### src/rtl/rice_residual_ctrl_pkg.sv
// Shared definitions for the FLAC residual section sequencer and its helpers.
// Holds the state encoding, coding-method constants and the header sanity check.
package rice_pkg;

    localparam int RES_W_DEF = 32;

    localparam logic [1:0] RICE4     = 2'b00;
    localparam logic [1:0] RICE5     = 2'b01;
    localparam logic [3:0] ESC_PARAM = 4'hF;

    typedef enum logic [2:0] {
        ST_IDLE,
        ST_METHOD,
        ST_PORDER,
        ST_CONFIG,
        ST_RUN,
        ST_DONE,
        ST_ERROR
    } state_t;

    // A partition layout is usable only if every partition holds a whole number of
    // samples and the first one still has residuals left after the warm-up samples.
    function automatic logic porder_ok(input logic [15:0] bs, input logic [3:0] ord,
                                       input logic [3:0] porder);
        logic [15:0] mask;
        logic [15:0] ord_w;
        mask  = (16'd1 << porder) - 16'd1;
        ord_w = {12'd0, ord};
        return (bs > ord_w) && ((bs & mask) == 16'd0) &&
               ((porder == 4'd0) || ((bs >> porder) > ord_w));
    endfunction

endpackage

### src/rtl/rice_residual_ctrl_if.sv
// Bus between the residual sequencer, the subframe decoder, the Rice reader and the predictor.
// The slave modport is the sequencer's view; master is everything around it.
interface rice_residual_ctrl_if #(
    parameter int RES_W = 32,
    parameter int MSB_W = 16
);
    logic             iStart;
    logic [15:0]      iBlockSize;
    logic [3:0]       iPredictorOrder;
    logic             iData;
    logic             iValid;
    logic             oDataReq;
    logic             oRiceReset;
    logic             oRiceEnable;
    logic [15:0]      oBlockSize;
    logic [3:0]       oPredictorOrder;
    logic [3:0]       oPartitionOrder;
    logic             iRiceStrobe;
    logic [MSB_W-1:0] iMSB;
    logic [MSB_W-1:0] iLSB;
    logic [3:0]       iRiceParam;
    logic [RES_W-1:0] oResidual;
    logic             oResidualValid;
    logic             oBusy;
    logic             oDone;
    logic             oError;

    modport slave (
        input  iStart, iBlockSize, iPredictorOrder, iData, iValid,
               iRiceStrobe, iMSB, iLSB, iRiceParam,
        output oDataReq, oRiceReset, oRiceEnable, oBlockSize, oPredictorOrder,
               oPartitionOrder, oResidual, oResidualValid, oBusy, oDone, oError
    );

    modport master (
        output iStart, iBlockSize, iPredictorOrder, iData, iValid,
               iRiceStrobe, iMSB, iLSB, iRiceParam,
        input  oDataReq, oRiceReset, oRiceEnable, oBlockSize, oPredictorOrder,
               oPartitionOrder, oResidual, oResidualValid, oBusy, oDone, oError
    );
endinterface

### src/rtl/rice_residual_ctrl_unfold.sv
// Rice quotient/remainder/parameter to signed residual (zigzag unfold).
// Purely combinational so any decoder path can reuse it.
module rice_unfold #(
    parameter int RES_W = 32,
    parameter int MSB_W = 16
) (
    input  logic [MSB_W-1:0] msb,
    input  logic [MSB_W-1:0] lsb,
    input  logic [3:0]       param,
    output logic [RES_W-1:0] residual
);
    logic [RES_W-1:0] folded;

    always_comb begin
        folded   = (RES_W'(msb) << param) | RES_W'(lsb);
        residual = (folded >> 1) ^ {RES_W{folded[0]}};
    end
endmodule

### src/rtl/rice_residual_ctrl.sv
// Residual section sequencer: parses the residual header, then configures, resets
// and gates the Rice reader and turns its triples into signed residuals.
//
// state  | meaning
// IDLE   | waiting for start, reader held in reset
// METHOD | shifting the 2-bit coding method
// PORDER | shifting the 4-bit partition order, then validating the layout
// CONFIG | one cycle, config stable, reader still in reset, load residual count
// RUN    | reader active, unfolding one residual per strobe
// DONE   | one-cycle completion pulse
// ERROR  | sticky error, reader held in reset until the next start
module rice_residual_ctrl
    import rice_pkg::*;
#(
    parameter int RES_W = RES_W_DEF,
    parameter int MSB_W = 16
) (
    input logic                  iClock,
    input logic                  iReset,
    rice_residual_ctrl_if.slave  bus
);
    state_t           state;
    logic [1:0]       bit_cnt;
    logic             method_msb;
    logic [15:0]      remain;
    logic [15:0]      bs_q;
    logic [3:0]       ord_q;
    logic [3:0]       porder_q;
    logic [3:0]       porder_next;
    logic [RES_W-1:0] unfolded;

    rice_unfold #(.RES_W(RES_W), .MSB_W(MSB_W)) u_unfold (
        .msb      (bus.iMSB),
        .lsb      (bus.iLSB),
        .param    (bus.iRiceParam),
        .residual (unfolded)
    );

    assign porder_next         = {porder_q[2:0], bus.iData};
    assign bus.oBlockSize      = bs_q;
    assign bus.oPredictorOrder = ord_q;
    assign bus.oPartitionOrder = porder_q;
    // Enable follows iValid combinationally so it drops on the very edge that enters DONE.
    assign bus.oRiceEnable     = (state == ST_RUN) && bus.iValid;

    always_ff @(posedge iClock or posedge iReset) begin
        if (iReset) begin
            state              <= ST_IDLE;
            bit_cnt            <= '0;
            method_msb         <= 1'b0;
            remain             <= '0;
            bs_q               <= '0;
            ord_q              <= '0;
            porder_q           <= '0;
            bus.oDataReq       <= 1'b0;
            bus.oRiceReset     <= 1'b1;
            bus.oResidual      <= '0;
            bus.oResidualValid <= 1'b0;
            bus.oBusy          <= 1'b0;
            bus.oDone          <= 1'b0;
            bus.oError         <= 1'b0;
        end else begin
            bus.oResidualValid <= 1'b0;
            bus.oDone          <= 1'b0;
            case (state)
                ST_IDLE, ST_ERROR: begin
                    if (bus.iStart) begin
                        state        <= ST_METHOD;
                        bit_cnt      <= 2'd1;
                        bs_q         <= bus.iBlockSize;
                        ord_q        <= bus.iPredictorOrder;
                        bus.oError   <= 1'b0;
                        bus.oBusy    <= 1'b1;
                        bus.oDataReq <= 1'b1;
                    end
                end
                ST_METHOD: begin
                    if (bus.iValid) begin
                        method_msb <= bus.iData;
                        if (bit_cnt == 2'd0) begin
                            if ({method_msb, bus.iData} == RICE4) begin
                                state   <= ST_PORDER;
                                bit_cnt <= 2'd3;
                            end else begin
                                state        <= ST_ERROR;
                                bus.oError   <= 1'b1;
                                bus.oBusy    <= 1'b0;
                                bus.oDataReq <= 1'b0;
                            end
                        end else begin
                            bit_cnt <= bit_cnt - 2'd1;
                        end
                    end
                end
                ST_PORDER: begin
                    if (bus.iValid) begin
                        porder_q <= porder_next;
                        if (bit_cnt == 2'd0) begin
                            bus.oDataReq <= 1'b0;
                            if (porder_ok(bs_q, ord_q, porder_next)) begin
                                state <= ST_CONFIG;
                            end else begin
                                state      <= ST_ERROR;
                                bus.oError <= 1'b1;
                                bus.oBusy  <= 1'b0;
                            end
                        end else begin
                            bit_cnt <= bit_cnt - 2'd1;
                        end
                    end
                end
                ST_CONFIG: begin
                    state          <= ST_RUN;
                    remain         <= bs_q - {12'd0, ord_q};
                    bus.oRiceReset <= 1'b0;
                    bus.oDataReq   <= 1'b1;
                end
                ST_RUN: begin
                    if (bus.iRiceStrobe) begin
                        if (bus.iRiceParam == ESC_PARAM) begin
                            state          <= ST_ERROR;
                            bus.oError     <= 1'b1;
                            bus.oBusy      <= 1'b0;
                            bus.oDataReq   <= 1'b0;
                            bus.oRiceReset <= 1'b1;
                        end else begin
                            bus.oResidual      <= unfolded;
                            bus.oResidualValid <= 1'b1;
                            remain             <= remain - 16'd1;
                            if (remain == 16'd1) begin
                                state          <= ST_DONE;
                                bus.oDone      <= 1'b1;
                                bus.oRiceReset <= 1'b1;
                                bus.oDataReq   <= 1'b0;
                            end
                        end
                    end
                end
                ST_DONE: begin
                    state     <= ST_IDLE;
                    bus.oBusy <= 1'b0;
                end
                default: state <= ST_IDLE;
            endcase
        end
    end
endmodule

### src/flat_wrapper.sv
// flat-port wrapper written by rule: the top's interface ports become plain ports
module rice_residual_ctrl_flat import rice_pkg::*;
#(
    parameter int RES_W = RES_W_DEF,
    parameter int MSB_W = 16
)
  (iClock, iReset, bus_iStart, bus_iBlockSize, bus_iPredictorOrder, bus_iData, bus_iValid, bus_iRiceStrobe, bus_iMSB, bus_iLSB, bus_iRiceParam, bus_oDataReq, bus_oRiceReset, bus_oRiceEnable, bus_oBlockSize, bus_oPredictorOrder, bus_oPartitionOrder, bus_oResidual, bus_oResidualValid, bus_oBusy, bus_oDone, bus_oError);
  rice_residual_ctrl_if #(.RES_W(RES_W), .MSB_W(MSB_W)) bus_i ();
  input logic iClock;
  input logic iReset;
  input wire logic [$bits(bus_i.iStart)-1:0] bus_iStart;
  input wire logic [$bits(bus_i.iBlockSize)-1:0] bus_iBlockSize;
  input wire logic [$bits(bus_i.iPredictorOrder)-1:0] bus_iPredictorOrder;
  input wire logic [$bits(bus_i.iData)-1:0] bus_iData;
  input wire logic [$bits(bus_i.iValid)-1:0] bus_iValid;
  input wire logic [$bits(bus_i.iRiceStrobe)-1:0] bus_iRiceStrobe;
  input wire logic [$bits(bus_i.iMSB)-1:0] bus_iMSB;
  input wire logic [$bits(bus_i.iLSB)-1:0] bus_iLSB;
  input wire logic [$bits(bus_i.iRiceParam)-1:0] bus_iRiceParam;
  output wire logic [$bits(bus_i.oDataReq)-1:0] bus_oDataReq;
  output wire logic [$bits(bus_i.oRiceReset)-1:0] bus_oRiceReset;
  output wire logic [$bits(bus_i.oRiceEnable)-1:0] bus_oRiceEnable;
  output wire logic [$bits(bus_i.oBlockSize)-1:0] bus_oBlockSize;
  output wire logic [$bits(bus_i.oPredictorOrder)-1:0] bus_oPredictorOrder;
  output wire logic [$bits(bus_i.oPartitionOrder)-1:0] bus_oPartitionOrder;
  output wire logic [$bits(bus_i.oResidual)-1:0] bus_oResidual;
  output wire logic [$bits(bus_i.oResidualValid)-1:0] bus_oResidualValid;
  output wire logic [$bits(bus_i.oBusy)-1:0] bus_oBusy;
  output wire logic [$bits(bus_i.oDone)-1:0] bus_oDone;
  output wire logic [$bits(bus_i.oError)-1:0] bus_oError;
  assign bus_i.iStart = bus_iStart;
  assign bus_i.iBlockSize = bus_iBlockSize;
  assign bus_i.iPredictorOrder = bus_iPredictorOrder;
  assign bus_i.iData = bus_iData;
  assign bus_i.iValid = bus_iValid;
  assign bus_i.iRiceStrobe = bus_iRiceStrobe;
  assign bus_i.iMSB = bus_iMSB;
  assign bus_i.iLSB = bus_iLSB;
  assign bus_i.iRiceParam = bus_iRiceParam;
  assign bus_oDataReq = bus_i.oDataReq;
  assign bus_oRiceReset = bus_i.oRiceReset;
  assign bus_oRiceEnable = bus_i.oRiceEnable;
  assign bus_oBlockSize = bus_i.oBlockSize;
  assign bus_oPredictorOrder = bus_i.oPredictorOrder;
  assign bus_oPartitionOrder = bus_i.oPartitionOrder;
  assign bus_oResidual = bus_i.oResidual;
  assign bus_oResidualValid = bus_i.oResidualValid;
  assign bus_oBusy = bus_i.oBusy;
  assign bus_oDone = bus_i.oDone;
  assign bus_oError = bus_i.oError;
  rice_residual_ctrl #(.RES_W(RES_W), .MSB_W(MSB_W)) u_core (.iClock(iClock), .iReset(iReset), .bus(bus_i));
endmodule
### config.mk
export PLATFORM = sky130hd
export DESIGN_NAME = rice_residual_ctrl_flat
export DESIGN_NICKNAME = d
export VERILOG_FILES = /design/src/rtl/rice_residual_ctrl_pkg.sv /design/src/rtl/rice_residual_ctrl_if.sv /design/src/rtl/rice_residual_ctrl_unfold.sv /design/src/rtl/rice_residual_ctrl.sv /design/src/flat_wrapper.sv
export SDC_FILE = /design/constraint.sdc
export NUM_CORES = 1
export LEC_CHECK = 0
export CELL_PAD_IN_SITES_DETAIL_PLACEMENT = 0
export CELL_PAD_IN_SITES_GLOBAL_PLACEMENT = 2
export CORE_AREA = 2 2 144 146
export CTS_CLUSTER_SIZE = 16
export DETAILED_ROUTE_END_ITERATION = 12
export DIE_AREA = 0 0 146 148
export GPL_TIMING_DRIVEN = 1
export PLACE_DENSITY = 0.79
export SYNTH_ARGS = -nofsm -noshare
export SYNTH_HDL_FRONTEND = slang
export SYNTH_SLANG_ARGS = --single-unit
### constraint.sdc
create_clock -name iClock -period 4.1 [get_ports iClock]
set_input_delay 0.615 -clock iClock [delete_from_list [all_inputs] [get_ports iClock]]
set_output_delay 0.615 -clock iClock [all_outputs]
set_load 0.05 [all_outputs]
==> results of run 1 <==
==> cell type report <==
cell class,count,area (µm²),area share
Timing Repair Buffer,143,1400,0.173
Sequential cell,83,2080,0.258
Clock buffer,14,254,0.0315
Clock inverter,2,12.5,0.00155
Tap cell,270,338,0.0419
Multi-Input combinational cell,556,3910,0.484
Inverter,21,80.1,0.00993
==> per-layer routing <==
layer  GRT usage  vias up
met2       0.321      162
met1       0.248     2856
met5           0        -
li1            -     2786
met4      0.0515        0
met3      0.0346       24
==> flip-flops by register name, indices dropped and copies added, names as in the netlist <==
register	count
u_core.method_msb	1
u_core.bus.oPartitionOrder	4
u_core.bus.oBlockSize	16
u_core.state	3
u_core.bus.oBusy	1
u_core.bus.oError	1
u_core.bus.oPredictorOrder	4
u_core.bus.oResidualValid	1
u_core.bus.oDone	1
u_core.bus.oRiceReset	1
u_core.bus.oDataReq	1
u_core.bus.oResidual	31
u_core.remain	16
u_core.bit_cnt	2
==> stage by stage <==
stage	utilization	setup slack [ns]
after floorplan	-	0.314
after global placement	0.389	0.0368
after detailed placement	0.389	0.00422
after CTS	0.403	0.378
after global routing	0.403	0.138
final	0.403	0.397
==> final timing paths <==
| check | from | to | slack, ns | cells past startpoint |
|---|---|---|---|---|
| worst max-delay path | bus_iData | u_core.bus.oError | 0.40 | 14 |
| worst max register to register | u_core.bus.oPartitionOrder[0] | u_core.bus.oError | 0.59 | 13 |
| worst min register to register | u_core.bit_cnt[1] | u_core.bit_cnt[1] | 0.48 | 1 |
| max in group asynchronous | iReset | u_core.bus.oRiceReset | 2.56 | 3 |
| worst min-delay path | u_core.bit_cnt[1] | u_core.bit_cnt[1] | 0.48 | 1 |
| min in group asynchronous | iReset | u_core.bus.oResidual[3] | 0.70 | 2 |
==> cells by family (layout without fill, tap and decap cells) <==
family / count (synthesis) / in the layout
DFF: 83 / 83
AOI/OAI and AO/OA: 194 / 194
and+or+nand+nor: 239 / 239
adders and majority gates: 13 / 13
muxes: 72 / 72
buffers and inverters: 82 / 180
xor gates and xnor gates: 38 / 38
==> placed cells by master, fill, tap and decap left out, types with 4 or more instances in the layout <==
master,n
a22oi_1,6
a21oi_1,45
o21ai_0,74
dfrtp_1,82
xnor2_1,26
nor3_1,10
a211oi_1,7
buf_4,18
clkbuf_1,4
nor2b_1,13
nand2b_1,9
mux4_2,22
nand3_1,16
clkdlybuf4s50_1,124
nand2_1,81
o21ai_1,6
nor2_1,63
o22ai_1,6
a221oi_1,4
nor4_1,5
o21a_1,4
inv_1,18
mux2_2,30
clkbuf_16,9
nand4_1,8
xor2_1,12
a21o_1,5
mux2i_1,20
and2_1,6
ha_1,12
a31oi_1,10
nand3b_1,4
==> power by group through the flow <==
stage / Combinational [µW] / Clock, µW / Sequential, µW
after global routing: 4570 / 830 / 1890
after detailed placement: 4220 / 0 / 1820
final: 4220 / 765 / 1810
after global placement: 4170 / 0 / 1800
after floorplan: 2240 / 0 / 2430
after CTS: 4240 / 791 / 1810
==> impl_metrics.sql, run 1 <==
INSERT INTO impl_metrics (metric_group, metric, value, unit) VALUES
('run_status', 'run_status', 'completed', ''),
('yosys', 'post_synth_fa_ha_maj_area_fraction', '0.0269', ''),
('yosys', 'post_synth_and_or_nand_nor_area_fraction', '0.187', ''),
('die', 'standard_cell_row_count', '52', ''),
('routing', 'detailed_routing_iteration_count_for_the_pre_antenna_repair_pass', '5', ''),
('yosys', 'postSynthNetCount', '796', ''),
('die', 'floorplan.die.height', '148', 'µm'),
('global_routing', 'number_of_global_route_vias_before_repair', '5790', ''),
('yosys', 'syn_inst', '721', ''),
('global_routing', 'global_router_s_overall_resource_usage', '0.189', ''),
('yosys', 'number_of_synthesized_register_bits', '83', ''),
('timing', 'setup_violations', '0', ''),
('setup_path', 'cp.arrival', '3.95', 'ns'),
('clocking', 'post_cts_resize_count', '0', ''),
('timing', 'timing.clock.skew', '0.00740', 'ns'),
('power_and_ir_drop', 'clkPwrFrac', '0.113', ''),
('die', 'fp.dieArea', '0.0216', 'mm²'),
('timing', 'max_slew.worst_pin.slew', '1.04', 'ns'),
('yosys', 'synth_flop_cell', 'dfrtp_1', ''),
('yosys', 'synth.yosys.warnings', '0', ''),
('clocking', 'tritoncts', 'built', ''),
('power_and_ir_drop', 'power.ir.vdd_worst', '379', 'µV'),
('clocking', 'ctsHtreeMaxLevel', '3', ''),
('clocking', 'post-cts-setup-buffer-count', '0', ''),
('global_routing', 'grt_max_degree', '44', ''),
('yosys', 'synth_compound_gate_area_share', '0.186', ''),
('setup_path', 'critical_path_buf_inv_count', '3', ''),
('routing', 'post_drt_via_cell_ratio', '5.35', ''),
('yosys', 'netlist_top_cells_count', 'dfrtp_1, nand2_1, o21ai_0', ''),
('routing', 'wl_per_cell', '18.3', 'µm'),
('yosys', 'yosysUniqueCellTypes', '67', ''),
('global_routing', 'number_of_antenna_violations_at_the_first_check_in_global_routing', '0', ''),
('timing', 'final.period_utilization', '0.903', ''),
('finish', 'layout.cell_area.non_filler', '0.00807', 'mm²'),
('power_and_ir_drop', 'comb_power_share', '0.621', ''),
('timing', 'max_freq', '270', 'MHz'),
('routing', 'via_count', '5828', ''),
('clocking', 'cts_buffers', '9', ''),
('power_and_ir_drop', 'total_power', '6800', 'µW'),
('setup_path', 'critPathSlowestCell', 'clkdlybuf4s50_1', ''),
('place', 'postPlaceCellArea', '0.00780', 'mm²'),
('yosys', 'synth.cell_area', '0.00632', 'mm²'),
('clocking', 'worst_setup_hold_path_clk_slew', '0.06', 'ns'),
('timing', 'final_hold_fails', '0', ''),
('clocking', 'cts_max_path_buffers', '2', ''),
('timing', 'final_period_minus_worst_setup_slack', '3.70', 'ns'),
('yosys', 'post-synth-top-count-cell', 'dfrtp_1', ''),
('setup_path', 'worst_ep_required_time', '4.34', 'ns'),
('clocking', 'cts-root-buf', 'clkbuf_16', ''),
('power_and_ir_drop', 'power.leakage', '0.00311', 'µW'),
('yosys', 'synth_seq_area_share', '0.329', ''),
('power_and_ir_drop', 'p_per_area', '843', 'mW/mm²'),
('timing', 'timing.slew.headroom', '0.305', ''),
('flow_run', 'max_cap_viol_count', '0', ''),
('power_and_ir_drop', 'internal_power', '3280', 'µW'),
('global_routing', 'grt_first_pass_wirelength', '32700', 'µm'),
('global_routing', 'grt-ovfl-total', '0', ''),
('die', 'initial_core_util', '0.315', ''),
('die', 'placeableCoreArea', '0.0200', 'mm²'),
('timing', 'final.hold.worst_slack', '0.485', 'ns'),
('timing', 'rsz0062_at_grt', 'no', ''),
('finish', 'insertedDiodeCount', '0', ''),
('finish', 'fill_cells', '2092', ''),
('timing', 'setup_tns', '0', 'ns'),
('yosys', 'synth_async_sr_flop_share', '1.00', ''),
('setup_path', 'path_max_fanout', '4', ''),
('routing', 'final_antenna_net_count', '0', ''),
('setup_path', 'cp-end-kind', 'register', ''),
('yosys', 'main_combinational_cell_family_by_area_after_synthesis', 'simple AND/OR/NAND/NOR gates', ''),
('yosys', 'yosysTopAreaCellShare', '0.325', ''),
('place', 'dp_cells', '1073', '');
Power figures use the tool's default switching activity.
==> run 2: changes to the inputs <==
ABC_AREA = 1   (was not set)
CORE_AREA = 3 3 148 150   (was 2 2 144 146)
DIE_AREA = 0 0 151 153   (was 0 0 146 148)
PLACE_DENSITY = 0.83   (was 0.79)
clock period = 4.35 ns   (was 4.1 ns; I/O delays follow)
==> impl_metrics.sql, run 2 <==
INSERT INTO impl_metrics (metric_group, metric, value, unit) VALUES
('finish', 'insertedDiodeCount', '0', ''),
('global_routing', 'grt_max_degree', '37', ''),
('yosys', 'synth_async_sr_flop_share', '1.00', ''),
('setup_path', 'path_max_fanout', '23', ''),
('clocking', 'tritoncts', 'built', ''),
('routing', 'wl_per_cell', '17.0', 'µm'),
('finish', 'multi_input_area', '0.00361', 'mm²'),
('finish', 'drive_above_1_share', '0.0634', ''),
('power_and_ir_drop', 'p_per_area', '788', 'mW/mm²'),
('yosys', 'yosysTopAreaCellShare', '0.330', ''),
('finish', 'registers.top_by_ff_count', 'u_core.bus.oResidual', ''),
('timing', 'timing.final.max_slew_violations', '0', ''),
('clocking', 'cts_sinks', '83', ''),
('finish', 'largest_reg_flops', '31', ''),
('yosys', 'number_of_synthesized_register_bits', '83', ''),
('routing', 'final_antenna_net_count', '0', ''),
('timing', 'final_hold_fails', '0', ''),
('yosys', 'postSynthNetCount', '1017', ''),
('finish', 'layout.cells.most_common', 'nand2_1', ''),
('yosys', 'synth.yosys.warnings', '0', ''),
('die', 'fp.dieArea', '0.0231', 'mm²'),
('die', 'placeableCoreArea', '0.0208', 'mm²'),
('clocking', 'cts_max_path_buffers', '2', ''),
('clocking', 'insertion_delay', '0.36', 'ns'),
('global_routing', 'number_of_antenna_violations_at_the_first_check_in_global_routing', '0', ''),
('yosys', 'netlist_top_cells_count', 'nand2_1, nor2_1, o21ai_0', ''),
('place', 'postPlaceCellArea', '0.00770', 'mm²'),
('global_routing', 'grt_first_pass_wirelength', '36000', 'µm'),
('yosys', 'synth.cell_area', '0.00622', 'mm²'),
('routing', 'drtIter0Drc', '351', ''),
('global_routing', 'number_of_global_route_vias_before_repair', '6538', ''),
('setup_path', 'critPathKind', 'in2reg', ''),
('global_routing', 'global_route.usage.met1', '0.252', ''),
('global_routing', 'grt-ovfl-total', '0', ''),
('timing', 'timing.clock.skew', '0.0128', 'ns'),
('die', 'standard_cell_row_count', '53', ''),
('power_and_ir_drop', 'power.ir.vdd_worst', '375', 'µV'),
('clocking', 'cts_buffers', '9', ''),
('yosys', 'synth_flop_cell', 'dfrtp_1', ''),
('yosys', 'yosysUniqueCellTypes', '47', ''),
('global_routing', 'grtUsageMet3', '0.0400', ''),
('place', 'dpl.hpwl', '17000', 'µm'),
('setup_path', 'critPathSlowestCell', 'clkdlybuf4s50_1', ''),
('yosys', 'syn_inst', '942', ''),
('yosys', 'synth_seq_area_share', '0.334', ''),
('routing', 'post_drt_via_cell_ratio', '4.97', ''),
('run_status', 'run_status', 'completed', ''),
('yosys', 'synth_area_per_cell', '6.60', 'µm²'),
('finish', 'fill_cells', '2253', ''),
('timing', 'max_freq', '307', 'MHz'),
('finish', 'final_nets', '1126', ''),
('routing', 'via_count', '6621', ''),
('timing', 'max_slew.worst_pin.slew', '0.700', 'ns'),
('flow_run', 'max_cap_viol_count', '0', ''),
('routing', 'wirelength', '22600', 'µm'),
('timing', 'setup_tns', '0', 'ns'),
('die', 'initial_core_util', '0.299', ''),
('finish', 'layout.cell_area.non_filler', '0.00801', 'mm²'),
('setup_path', 'cp.arrival', '3.48', 'ns'),
('global_routing', 'use_met2', '0.334', ''),
('setup_path', 'worst_ep_required_time', '4.57', 'ns'),
('timing', 'timing.slew.headroom', '0.533', ''),
('place', 'routabilityCongestion', '0.902', ''),
('die', 'pin_count', '125', ''),
('clocking', 'ctsHtreeMaxLevel', '3', ''),
('power_and_ir_drop', 'power.leakage', '0.00369', 'µW'),
('setup_path', 'critical_path.top_delay_family', 'buffers and inverters', ''),
('yosys', 'synth_top_cell_by_area', 'dfrtp_1', ''),
('finish', 'final_cell_mix', 'nand2_1, clkdlybuf4s50_1, nor2_1', ''),
('place', 'portBuffers', '124', ''),
('clocking', 'postCtsHoldBufs', '0', ''),
('setup_path', 'critical-path-top-cell-by-count', 'nand2_1', ''),
('yosys', 'post-synth-top-count-cell', 'nand2_1', ''),
('global_routing', 'global_router_s_overall_resource_usage', '0.197', ''),
('global_routing', 'busiest_layer', 'met2', ''),
('hold_path', 'timing.hold.worst.class', 'reg2reg', ''),
('finish', 'flow.area_growth_from_synthesis', '28.8', '%'),
('yosys', 'synth-edff-count', '0', ''),
('clocking', 'post_cts_resize_count', '0', ''),
('die', 'floorplan.die.height', '153', 'µm'),
('timing', 'rsz0062_at_grt', 'no', ''),
('routing', 'detailed_routing_iteration_count_for_the_pre_antenna_repair_pass', '5', ''),
('setup_path', 'critical_path.max_stage_delay', '0.46', 'ns'),
('timing', 'setup_violations', '0', ''),
('setup_path', 'crit_chain', 'clkdlybuf4s50_1 > buf_4 > inv_2 > nand2_1 > nor2_1 > a21oi_1 > nor2_1 > a31oi_1 > o211ai_1 > ha_1 > inv_1 > nor2_1 > o21bai_1 > nand2_1 > a21oi_1 > nand2_1 > nor2_1 > nand2_1 > nand3_1 > nand2_1 > nand2_1 > nand2_1', ''),
('setup_path', 'timing.critical_path.from_type', 'primary input', ''),
('routing', 'route.detailed.drc', '0', ''),
('setup_path', 'critical_path_buf_inv_count', '4', ''),
('clocking', 'cts-root-buf', 'clkbuf_16', ''),
('setup_path', 'cp-end-kind', 'register', ''),
('finish', 'regArea', '0.00208', 'mm²'),
('timing', 'final.period_utilization', '0.748', ''),
('clocking', 'post-cts-setup-buffer-count', '0', ''),
('timing', 'final_period_minus_worst_setup_slack', '3.25', 'ns'),
('clocking', 'worst_setup_hold_path_clk_slew', '0.07', 'ns'),
('yosys', 'post_synth_main_area_contributors', 'dfrtp_1, nand2_1, o21ai_0', ''),
('die', 'die_x', '151', 'µm');
run 2: final timing paths:
path | startpoint | endpoint | slack, ns | cells past startpoint
max in group asynchronous | iReset | u_core.bus.oRiceReset | 2.80 | 3
hold / removal | u_core.bus.oRiceReset | u_core.bus.oRiceReset | 0.47 | 2
hold reg to reg | u_core.bus.oRiceReset | u_core.bus.oRiceReset | 0.47 | 2
setup / recovery | bus_iData | u_core.bus.oBusy | 1.10 | 22
min in group asynchronous | iReset | u_core.bus.oResidual[0] | 0.70 | 2
setup reg to reg | u_core.bus.oPartitionOrder[1] | u_core.bus.oBusy | 1.34 | 17
run 2: worst min-delay path, stage by stage, from the launching register on:
cell	delay (ns)
dfstp_2	0.37
inv_1	0.04
a21oi_1	0.06
run 2: cell type report:
class | count | area share
multi-input combinational | 738 | 0.452
sequential | 83 | 0.260
timing repair buffer | 138 | 0.168
tap | 275 | 0.0430
inverter | 81 | 0.0391
clock buffer | 9 | 0.0281
clock inverter | 7 | 0.0105
run 2: metrics by stage:
step / util / power [µW] / cells / setup WS (ns) / hold slack, ns
after floorplan: - / 4210 / 942 / 1.56 / 0.452
final: 0.384 / 6310 / 1331 / 1.10 / 0.474
after global placement: 0.370 / 5520 / 1315 / 0.814 / 0.466
after global routing: 0.384 / 6810 / 1331 / 0.747 / 0.496
after detailed placement: 0.370 / 5500 / 1315 / 0.750 / 0.470
after CTS: 0.384 / 6360 / 1331 / 1.12 / 0.485
run 2: logic make-up after synthesis:
group,after synthesis,share of synthesized area
buf+inv,121,0.0843
mux,8,0.0141
simple gates,486,0.331
flops,83,0.334
xor+xnor,11,0.0155
compound gates,220,0.193
fa+ha+maj,13,0.0274
run 2: power by group:
group,switching (µW),internal (µW)
Combinational,2590,1300
Clock,375,456
Sequential,452,1130
run 2: routing by layer:
metal | part of all wire | wire (µm)
met2 | 0.48 | 10900
met3 | 0.051 | 1150
met1 | 0.44 | 9990
met4 | 0.023 | 527
met5 | 0 | 0
==> run 3: changes to the inputs <==
CORE_AREA = 3 3 162 164   (was 3 3 148 150)
DIE_AREA = 0 0 165 167   (was 0 0 151 153)
PLACE_DENSITY = 0.73   (was 0.83)
clock period = 2.95 ns   (was 4.35 ns; I/O delays follow)
==> impl_metrics.sql, run 3 (synthesized netlist as in run 2, its figures left out) <==
INSERT INTO impl_metrics (metric_group, metric, value, unit) VALUES
('timing', 'setup_violations', '0', ''),
('timing', 'max_slew.worst_pin.slew', '0.696', 'ns'),
('power_and_ir_drop', 'internal_power', '4510', 'µW'),
('die', 'standard_cell_row_count', '58', ''),
('routing', 'detailed_routing_iteration_count_for_the_pre_antenna_repair_pass', '4', ''),
('routing', 'post_drt_via_cell_ratio', '4.64', ''),
('place', 'routabilityCongestion', '0.823', ''),
('global_routing', 'global_router_s_overall_resource_usage', '0.172', ''),
('timing', 'max_freq', '370', 'MHz'),
('hold_path', 'timing.hold.worst.class', 'in2async', ''),
('clocking', 'cts_buffers', '9', ''),
('routing', 'route.detailed.drc', '0', ''),
('timing', 'final_hold_fails', '0', ''),
('global_routing', 'number_of_antenna_violations_at_the_first_check_in_global_routing', '0', ''),
('setup_path', 'cp-end-kind', 'register', ''),
('timing', 'timing.clock.skew', '0.0118', 'ns'),
('place', 'dpl.hpwl', '18300', 'µm'),
('place', 'portBuffers', '124', ''),
('power_and_ir_drop', 'total_power', '9610', 'µW'),
('routing', 'wl_met3', '863', 'µm'),
('power_and_ir_drop', 'share_seq_of_total_power', '0.233', ''),
('setup_path', 'reg2reg_setup_slack', '0.25', 'ns'),
('routing', 'route.met2.wl', '11600', 'µm'),
('power_and_ir_drop', 'switching_part_of_the_total', '0.531', ''),
('routing', 'wirelength', '23600', 'µm'),
('power_and_ir_drop', 'comb_power_share', '0.649', ''),
('routing', 'drtIter0Drc', '375', ''),
('die', 'die_x', '165', 'µm'),
('setup_path', 'path_max_fanout', '7', ''),
('setup_path', 'regToRegEndpoint', 'u_core.bus.oBusy', ''),
('power_and_ir_drop', 'p_per_area', '1140', 'mW/mm²'),
('die', 'floorplan.die.height', '167', 'µm'),
('die', 'pin_count', '125', ''),
('clocking', 'insertion_delay', '0.35', 'ns'),
('finish', 'final_nets', '1168', ''),
('die', 'fp.dieArea', '0.0276', 'mm²'),
('clocking', 'cts_sinks', '83', ''),
('global_routing', 'number_of_global_route_vias_before_repair', '6699', ''),
('setup_path', 'reg2reg_from', 'u_core.bus.oBlockSize[12]', ''),
('timing', 'setup_tns', '0', 'ns'),
('timing', 'setup_ws', '0.247', 'ns'),
('power_and_ir_drop', 'clkPwrFrac', '0.118', ''),
('finish', 'drive_above_1_share', '0.105', ''),
('timing', 'rsz0062_at_grt', 'no', ''),
('routing', 'via_count', '6624', ''),
('place', 'pre_cts_ws', '-0.363', 'ns'),
('routing', 'wl_met1', '10900', 'µm'),
('timing', 'timing.slew.headroom', '0.535', ''),
('finish', 'final_cell_mix', 'nand2_1, clkdlybuf4s50_1, nor2_1', ''),
('finish', 'layout.cells.most_common', 'nand2_1', ''),
('routing', 'routed.top_layer', 'met4', ''),
('setup_path', 'timing.critical_path.from_type', 'register', ''),
('clocking', 'cts_max_path_buffers', '2', ''),
('routing', 'final_antenna_net_count', '0', ''),
('clocking', 'tritoncts', 'built', ''),
('flow_run', 'max_cap_viol_count', '0', ''),
('power_and_ir_drop', 'power.leakage', '0.00391', 'µW'),
('run_status', 'run_status', 'completed', ''),
('finish', 'post-route-util', '0.337', ''),
('global_routing', 'grt-ovfl-total', '0', ''),
('finish', 'insertedDiodeCount', '0', ''),
('timing', 'final.period_utilization', '0.916', ''),
('timing', 'final_period_minus_worst_setup_slack', '2.70', 'ns'),
('setup_path', 'r2r.worst_path.cells', '17', ''),
('die', 'initial_core_util', '0.248', ''),
('clocking', 'cts-root-buf', 'clkbuf_16', ''),
('global_routing', 'grt_max_degree', '38', ''),
('setup_path', 'worst_ep_required_time', '3.15', 'ns'),
('die', 'placeableCoreArea', '0.0250', 'mm²'),
('clocking', 'worst_setup_hold_path_clk_slew', '0.07', 'ns'),
('setup_path', 'critPathKind', 'reg2reg', ''),
('routing', 'wl_per_cell', '16.5', 'µm'),
('finish', 'largest_reg_flops', '31', ''),
('finish', 'flow.area_growth_from_synthesis', '35.9', '%'),
('timing', 'timing.final.max_slew_violations', '0', ''),
('power_and_ir_drop', 'power.ir.vdd_worst', '555', 'µV'),
('clocking', 'ctsHtreeMaxLevel', '3', ''),
('finish', 'registers.top_by_ff_count', 'u_core.bus.oResidual', ''),
('global_routing', 'grt_first_pass_wirelength', '37400', 'µm'),
('power_and_ir_drop', 'power.net_switching', '5100', 'µW'),
('setup_path', 'cp.arrival', '2.90', 'ns');
-- run 3: cell count changes in the layout (fill, tap and decap cells not counted), moves of 2 or more --
cell / previous run / this run
buf_4: 14 / 52
buf_12: 0 / 3
a21oi_1: 75 / 73
a21oi_2: 0 / 2
clkbuf_8: 0 / 2
-- run 3: per-layer routing --
layer | vias to the layer above | GRT usage
li1 | 3424 | -
met5 | - | 0
met4 | 0 | 0.0343
met3 | 11 | 0.0264
met2 | 127 | 0.299
met1 | 3062 | 0.226
-- run 3: what timing repair did --
action | in CTS | in global routing
setup endpoints to repair | 1 | 4
hold buffers | 0 | 0
setup buffers | 0 | 1
cloned | 0 | 1
pin swaps | 0 | 1
gates resized for setup | 1 | 9
-- run 3: worst max-delay path, stage by stage (launching register included) --
cell	delay, ns
dfrtp_1	0.54
o21ai_1	0.26
nor2_1	0.08
a21oi_1	0.14
o21ai_0	0.12
a221oi_1	0.29
ha_1	0.21
nor2_1	0.04
o21bai_1	0.12
nand2_1	0.08
a21oi_2	0.14
nand2_1	0.07
nor2_1	0.11
nand2_1	0.10
nand3_2	0.11
nand2_1	0.06
nand2_1	0.05
nand2_1	0.04
-- run 3: power groups by stage --
stage,registers (µW),logic (µW),clock network [µW]
CTS,2240,6260,1180
floorplan,3380,2830,0
global placement,2260,6240,0
global route,2310,6890,1220
detailed placement,2250,6230,0
finish,2230,6240,1140
-- run 3: area by class of cell --
cell class                      count  area [µm²]
Clock buffer                       11         253
Clock inverter                      5        42.5
Fill cell                        2778       16600
Inverter                           81         313
Multi-Input combinational cell    738        3640
Sequential cell                    83        2080
Tap cell                          330         413
Timing Repair Buffer              180        1710
-- run 3: through the flow --
step | hold WS [ns] | instance area [µm²] | instances
floorplan | 0.452 | 6220 | 942
global placement | 0.465 | 8100 | 1410
detailed placement | 0.469 | 8100 | 1410
CTS | 0.422 | 8400 | 1426
global route | 0.439 | 8450 | 1428
finish | 0.412 | 8450 | 1428
-- run 3: worst max-delay path by stage --
stage	start	to	slack (ns)	depth (start not counted)
finish	u_core.bus.oBlockSize[12]	u_core.bus.oBusy	0.25	17
CTS	bus_iData	u_core.bus.oBusy	0.006	22
detailed placement	bus_iData	u_core.bus.oBusy	-0.36	19
global route	u_core.bus.oPartitionOrder[0]	u_core.bus.oBusy	0.03	19
floorplan	u_core.bus.oPartitionOrder[0]	u_core.bus.oBusy	0.16	20
global placement	bus_iData	u_core.bus.oBusy	-0.33	20
